`src/rtl/nor_seq_pkg.sv`:
```
// Shared definitions for the bit-serial NOR-based XNOR sequencer.
package nor_seq_pkg;

    typedef enum logic [2:0] {
        IDLE   = 3'd0,
        S_NA   = 3'd1,
        S_NB   = 3'd2,
        S_AND1 = 3'd3,
        S_AND2 = 3'd4,
        S_OR   = 3'd5,
        S_OUT  = 3'd6,
        DONE   = 3'd7
    } state_t;

    localparam int unsigned NOR_STEPS = 6;

    // Bit-index width; a one-bit operand still needs a 1-bit index register.
    function automatic int unsigned idx_w(input int unsigned width);
        return (width > 1) ? $clog2(width) : 1;
    endfunction

endpackage

```
`src/rtl/nor_unit.sv`:
```
// Single shared 2-input NOR resource.
module nor_unit (
    output logic s,
    input  logic x,
    input  logic y
);

    nor u_nor (s, x, y);

endmodule

```
`src/rtl/nor_xnor_seq.sv`:
```
// Bit-serial XNOR engine: sequences six evaluations of one shared NOR gate per bit.
module nor_xnor_seq
    import nor_seq_pkg::*;
#(
    parameter int unsigned WIDTH = 8,
    parameter int unsigned OPS_W = 16
) (
    input  logic             clk,
    input  logic             rst_n,
    input  logic             start,
    input  logic [WIDTH-1:0] a,
    input  logic [WIDTH-1:0] b,
    output logic             ready,
    output logic             busy,
    output logic             done,
    output logic [WIDTH-1:0] result,
    output logic [OPS_W-1:0] nor_ops
);

    localparam int unsigned IW = idx_w(WIDTH);

    state_t           r_state;
    logic [IW-1:0]    r_idx;
    logic [WIDTH-1:0] r_opa;
    logic [WIDTH-1:0] r_opb;
    logic [WIDTH-1:0] r_result;
    logic             r_na;
    logic             r_nb;
    logic             r_and1;
    logic             r_and2;
    logic             r_orv;
    logic             r_ready;
    logic             r_busy;
    logic             r_done;
    logic [OPS_W-1:0] r_nor_ops;

    logic w_x;
    logic w_y;
    logic w_in0;
    logic w_in1;
    logic w_nor;

    assign w_x = r_opa[r_idx];
    assign w_y = r_opb[r_idx];

    always_comb begin
        w_in0 = 1'b0;
        w_in1 = 1'b0;
        case (r_state)
            S_NA:    begin w_in0 = w_x;    w_in1 = w_x;    end
            S_NB:    begin w_in0 = w_y;    w_in1 = w_y;    end
            S_AND1:  begin w_in0 = r_na;   w_in1 = r_nb;   end
            S_AND2:  begin w_in0 = w_x;    w_in1 = w_y;    end
            S_OR:    begin w_in0 = r_and1; w_in1 = r_and2; end
            S_OUT:   begin w_in0 = r_orv;  w_in1 = r_orv;  end
            default: begin w_in0 = 1'b0;   w_in1 = 1'b0;   end
        endcase
    end

    nor_unit u_nor_unit (
        .s (w_nor),
        .x (w_in0),
        .y (w_in1)
    );

    always_ff @(posedge clk or negedge rst_n) begin
        if (!rst_n) begin
            r_state  <= IDLE;
            r_idx    <= '0;
            r_opa    <= '0;
            r_opb    <= '0;
            r_result <= '0;
            r_na     <= 1'b0;
            r_nb     <= 1'b0;
            r_and1   <= 1'b0;
            r_and2   <= 1'b0;
            r_orv    <= 1'b0;
            r_ready  <= 1'b1;
            r_busy   <= 1'b0;
            r_done   <= 1'b0;
        end else begin
            case (r_state)
                IDLE: begin
                    if (start) begin
                        r_opa    <= a;
                        r_opb    <= b;
                        r_result <= '0;
                        r_idx    <= '0;
                        r_state  <= S_NA;
                        r_ready  <= 1'b0;
                        r_busy   <= 1'b1;
                    end
                end
                S_NA:   begin r_na   <= w_nor; r_state <= S_NB;   end
                S_NB:   begin r_nb   <= w_nor; r_state <= S_AND1; end
                S_AND1: begin r_and1 <= w_nor; r_state <= S_AND2; end
                S_AND2: begin r_and2 <= w_nor; r_state <= S_OR;   end
                S_OR:   begin r_orv  <= w_nor; r_state <= S_OUT;  end
                S_OUT: begin
                    r_result[r_idx] <= w_nor;
                    if (r_idx == IW'(WIDTH - 1)) begin
                        r_state <= DONE;
                        r_busy  <= 1'b0;
                        r_done  <= 1'b1;
                    end else begin
                        r_idx   <= r_idx + 1'b1;
                        r_state <= S_NA;
                    end
                end
                DONE: begin
                    r_done  <= 1'b0;
                    r_ready <= 1'b1;
                    r_state <= IDLE;
                end
                default: r_state <= IDLE;
            endcase
        end
    end

    // r_busy is high exactly in the micro-step states, i.e. on every NOR evaluation edge.
    always_ff @(posedge clk or negedge rst_n) begin
        if (!rst_n) begin
            r_nor_ops <= '0;
        end else if (r_busy && (r_nor_ops != '1)) begin
            r_nor_ops <= r_nor_ops + 1'b1;
        end
    end

    assign ready   = r_ready;
    assign busy    = r_busy;
    assign done    = r_done;
    assign result  = r_result;
    assign nor_ops = r_nor_ops;

endmodule

```
`config.mk`:
```
export PLATFORM = sky130hd
export DESIGN_NAME = nor_xnor_seq
export DESIGN_NICKNAME = d
export VERILOG_FILES = /design/src/rtl/nor_seq_pkg.sv /design/src/rtl/nor_unit.sv /design/src/rtl/nor_xnor_seq.sv
export SDC_FILE = /design/constraint.sdc
export NUM_CORES = 1
export LEC_CHECK = 0
export BUFFER_PORTS_ARGS = -buffer_cell sky130_fd_sc_hd__buf_2
export CAP_MARGIN = 30
export CELL_PAD_IN_SITES_DETAIL_PLACEMENT = 1
export CELL_PAD_IN_SITES_GLOBAL_PLACEMENT = 1
export CORE_UTILIZATION = 35
export DETAILED_ROUTE_END_ITERATION = 16
export HOLD_SLACK_MARGIN = 0.15
export PLACE_DENSITY_LB_ADDON = 0.1
export SYNTH_ARGS = -nofsm -noshare
export SYNTH_HDL_FRONTEND = slang
export SYNTH_SLANG_ARGS = --single-unit
```
`constraint.sdc`:
```
create_clock -name clk -period 1.9 [get_ports clk]
set_clock_uncertainty 0.15 [all_clocks]
set_input_delay 0.38 -clock clk [delete_from_list [all_inputs] [get_ports clk]]
set_output_delay 0.38 -clock clk [all_outputs]
set_load 0.1 [all_outputs]
```
==> metrics.csv <==
metric;value;unit
RSZ-0062 raised after global routing;yes;
hold path startpoint;start;
I/O Buffers;45;
count of pins over their slew limit;0;
EDFF count, synth;0;
CTS tree;yes;
1st-iter DRT viols;56;
initial antenna violation count;0;
largest net degree at the start of global routing;55;
Pwr Density;1280;nW/µm²
Synth Instances;260;
hold path cells;3;
Tot Pwr;4.42;mW
Layout Cells excl Fill;436;
Leakage;1.65;nW
Synth Area in XOR/XNOR;0.0543;
Hold EP;r_state[0];
crit path max fanout;3;
wire per inst;14.1;µm
routability congestion estimate;0.774;
Fin. Hold Viols;0;
die area;7720;µm²
status;finished, violations left;
die height;87.9;µm
FMAX;524;MHz
Post-Route WL;6.16;mm
diode count;0;
total gr overflow;0;
WP data arrival;1960;ps
violated checks;setup timing;
Most used DFF post-synth;dfrtp_1;
routed via count;2112;
worst slew pin tran;492;ps
sw frac;0.426;
commonest cells after routing, fill and taps aside;nand2_1, buf_2, dfrtp_1, buf_4, dlygate4sd3_1;
dpl cell area;3130;µm²
root buffer cell;clkbuf_8;
main combinational cell family by area after synthesis;simple AND/OR/NAND/NOR gates;
DRC viols;0;
P_int;2.54;mW
number of distinct library cells after synthesis;39;
Worst R2R Path Depth;4;
Die X;87.9;µm
Synth Area in Adders;0.0145;
net count after synthesis;282;
Synth warnings;0;
antenna-violating nets left;0;
Starting Density;0.372;
final net count;361;
final setup vio count;1;
multiplexer share of the synthesized area;0.0766;
sequential group share of total power;0.403;
Synth Area in Compound Gates;0.0877;
VDD IR-drop max;0.000417;V
Pre-antenna DRT Iters;4;
area grow syn2layout;33.2;%
Clock Latency Late Sink;310;ps
critical path type;flop to flop;
Clk pin slew, worst setup/hold paths;100;ps
final instance area;3440;µm²
dpl ws;-13.4;ps
register area share after synthesis;0.524;
clock sinks;54;
layout cell share with drive strength beyond 1;0.321;
Worst setup EP type;flop;
reg2reg start;nor_ops[2];
# fillers;792;
P_sw;1.88;mW
gr usage total;0.174;
H-tree levels;2;
Max-cap violations;0;
Avg Synthesized Cell Area;9.93;µm²
worst hold slack;196;ps
Synth async-reset ratio;1.00;
commonest non-fill, non-tap cell in the layout;nand2_1;
crit start category;flop;
WP data required;1950;ps
DP Cell Count;409;
first-pass GRT wire length;10.4;mm
reg2reg end;nor_ops[1];
final setup margin;-7.70;ps
relative slew slack;0.674;
post-DP HPWL;4.26;mm
Yosys reg bits;54;
Gate power share;0.420;
clk buf depth;2;
Post-Synth Simple-Gate Area;0.214;
worst min-delay path class;input port to flop;
io pins;46;
Tcrit/Tclk final;1.00;
vias in the first global route;2148;
Vias/cell;4.84;
cell area after synthesis;2580;µm²
post-layout min period;1910;ps
core area;6940;µm²
row count;30;
clock network power share;0.177;
cts bufs inserted;5;
flop-to-flop setup slack;-8;ps
[worst max-delay path by stage]
stage | endpoint | cells after the start | from
6_report | nor_ops[1] | 4 | nor_ops[2]
4_1_cts | nor_ops[5] | 5 | nor_ops[2]
5_1_grt | nor_ops[5] | 5 | nor_ops[2]
3_3_place_gp | nor_ops[1] | 4 | nor_ops[2]
3_5_place_dp | r_nb | 3 | r_idx[0]
2_1_floorplan | nor_ops[1] | 5 | nor_ops[6]
[cell type report]
type                       instances  area (µm²)  area share
sequential                        54        1420       0.412
multi-input combinational        187        1180       0.343
timing repair buffer              86         594       0.173
tap                               96         120      0.0349
clock buffer                       5        68.8      0.0200
clock inverter                     3        40.0      0.0116
inverter                           5        18.8     0.00546
[metrics by stage]
stage / util / TNS [ps]
5_1_grt: 0.495 / -224
3_5_place_dp: 0.451 / -13.4
6_report: 0.495 / -7.70
3_3_place_gp: 0.451 / 0
2_1_floorplan: - / -845
4_1_cts: 0.491 / 0
[worst max-delay path: stages (launching register included)]
cell and delay [ps]:
dfrtp_4 410, nand4_1 180, or4_4 590, o21ai_4 160, mux2_4 310
[state kept, by name, indices dropped and copies added, names as in the netlist]
signal   flops
r_and1       1
busy         1
done         1
r_and2       1
r_state      3
r_orv        1
r_opa        8
r_nb         1
r_na         1
result       8
nor_ops     16
r_opb        8
ready        1
r_idx        3
[power by group through the flow]
stage / logic [mW] / registers, mW / clock network, mW
final: 1.86 / 1.78 / 0.782
after global routing: 2.03 / 1.83 / 0.846
after CTS: 1.86 / 1.79 / 0.808
after detailed placement: 1.83 / 1.81 / 0
after global placement: 1.80 / 1.81 / 0
after floorplan: 0.913 / 2.23 / 0
[metal layers]
layer,vias to the layer above,GRT usage,share of wire
li1,1054,-,-
met1,1013,0.229,0.49
met2,37,0.294,0.48
met3,8,0.0283,0.024
met4,0,0.0537,0.014
met5,-,0,0
[cells by family after synthesis]
kind of cell    count (synthesis)
buf+inv                        19
xor+xnor                       16
flops                          54
compound gates                 32
mux                            14
fa+ha+maj                       3
simple gates                  122
[timing repair]
action	CTS	global route
hold buffers	17	0
gates cloned	0	0
endpoints found under the setup margin	1	8
setup buffers	0	2
endpoints found under the hold margin	69	0
pin swaps	0	2
gates resized for setup	1	5
[Yosys cell counts (4+ instances only)]
master / n / share of area
nand4_1: 8 / 0.019
xnor2_1: 6 / 0.020
dfrtp_1: 53 / 0.51
clkbuf_1: 11 / 0.016
o21ai_0: 7 / 0.014
a21oi_1: 4 / 0.0078
nand2_1: 74 / 0.11
o31ai_1: 4 / 0.012
mux2i_1: 7 / 0.027
nand3_1: 5 / 0.0097
inv_1: 5 / 0.0073
nor2_1: 12 / 0.017
mux4_2: 4 / 0.035
xor2_1: 10 / 0.034
nor3_1: 7 / 0.014
Power figures use the tool's default switching activity.
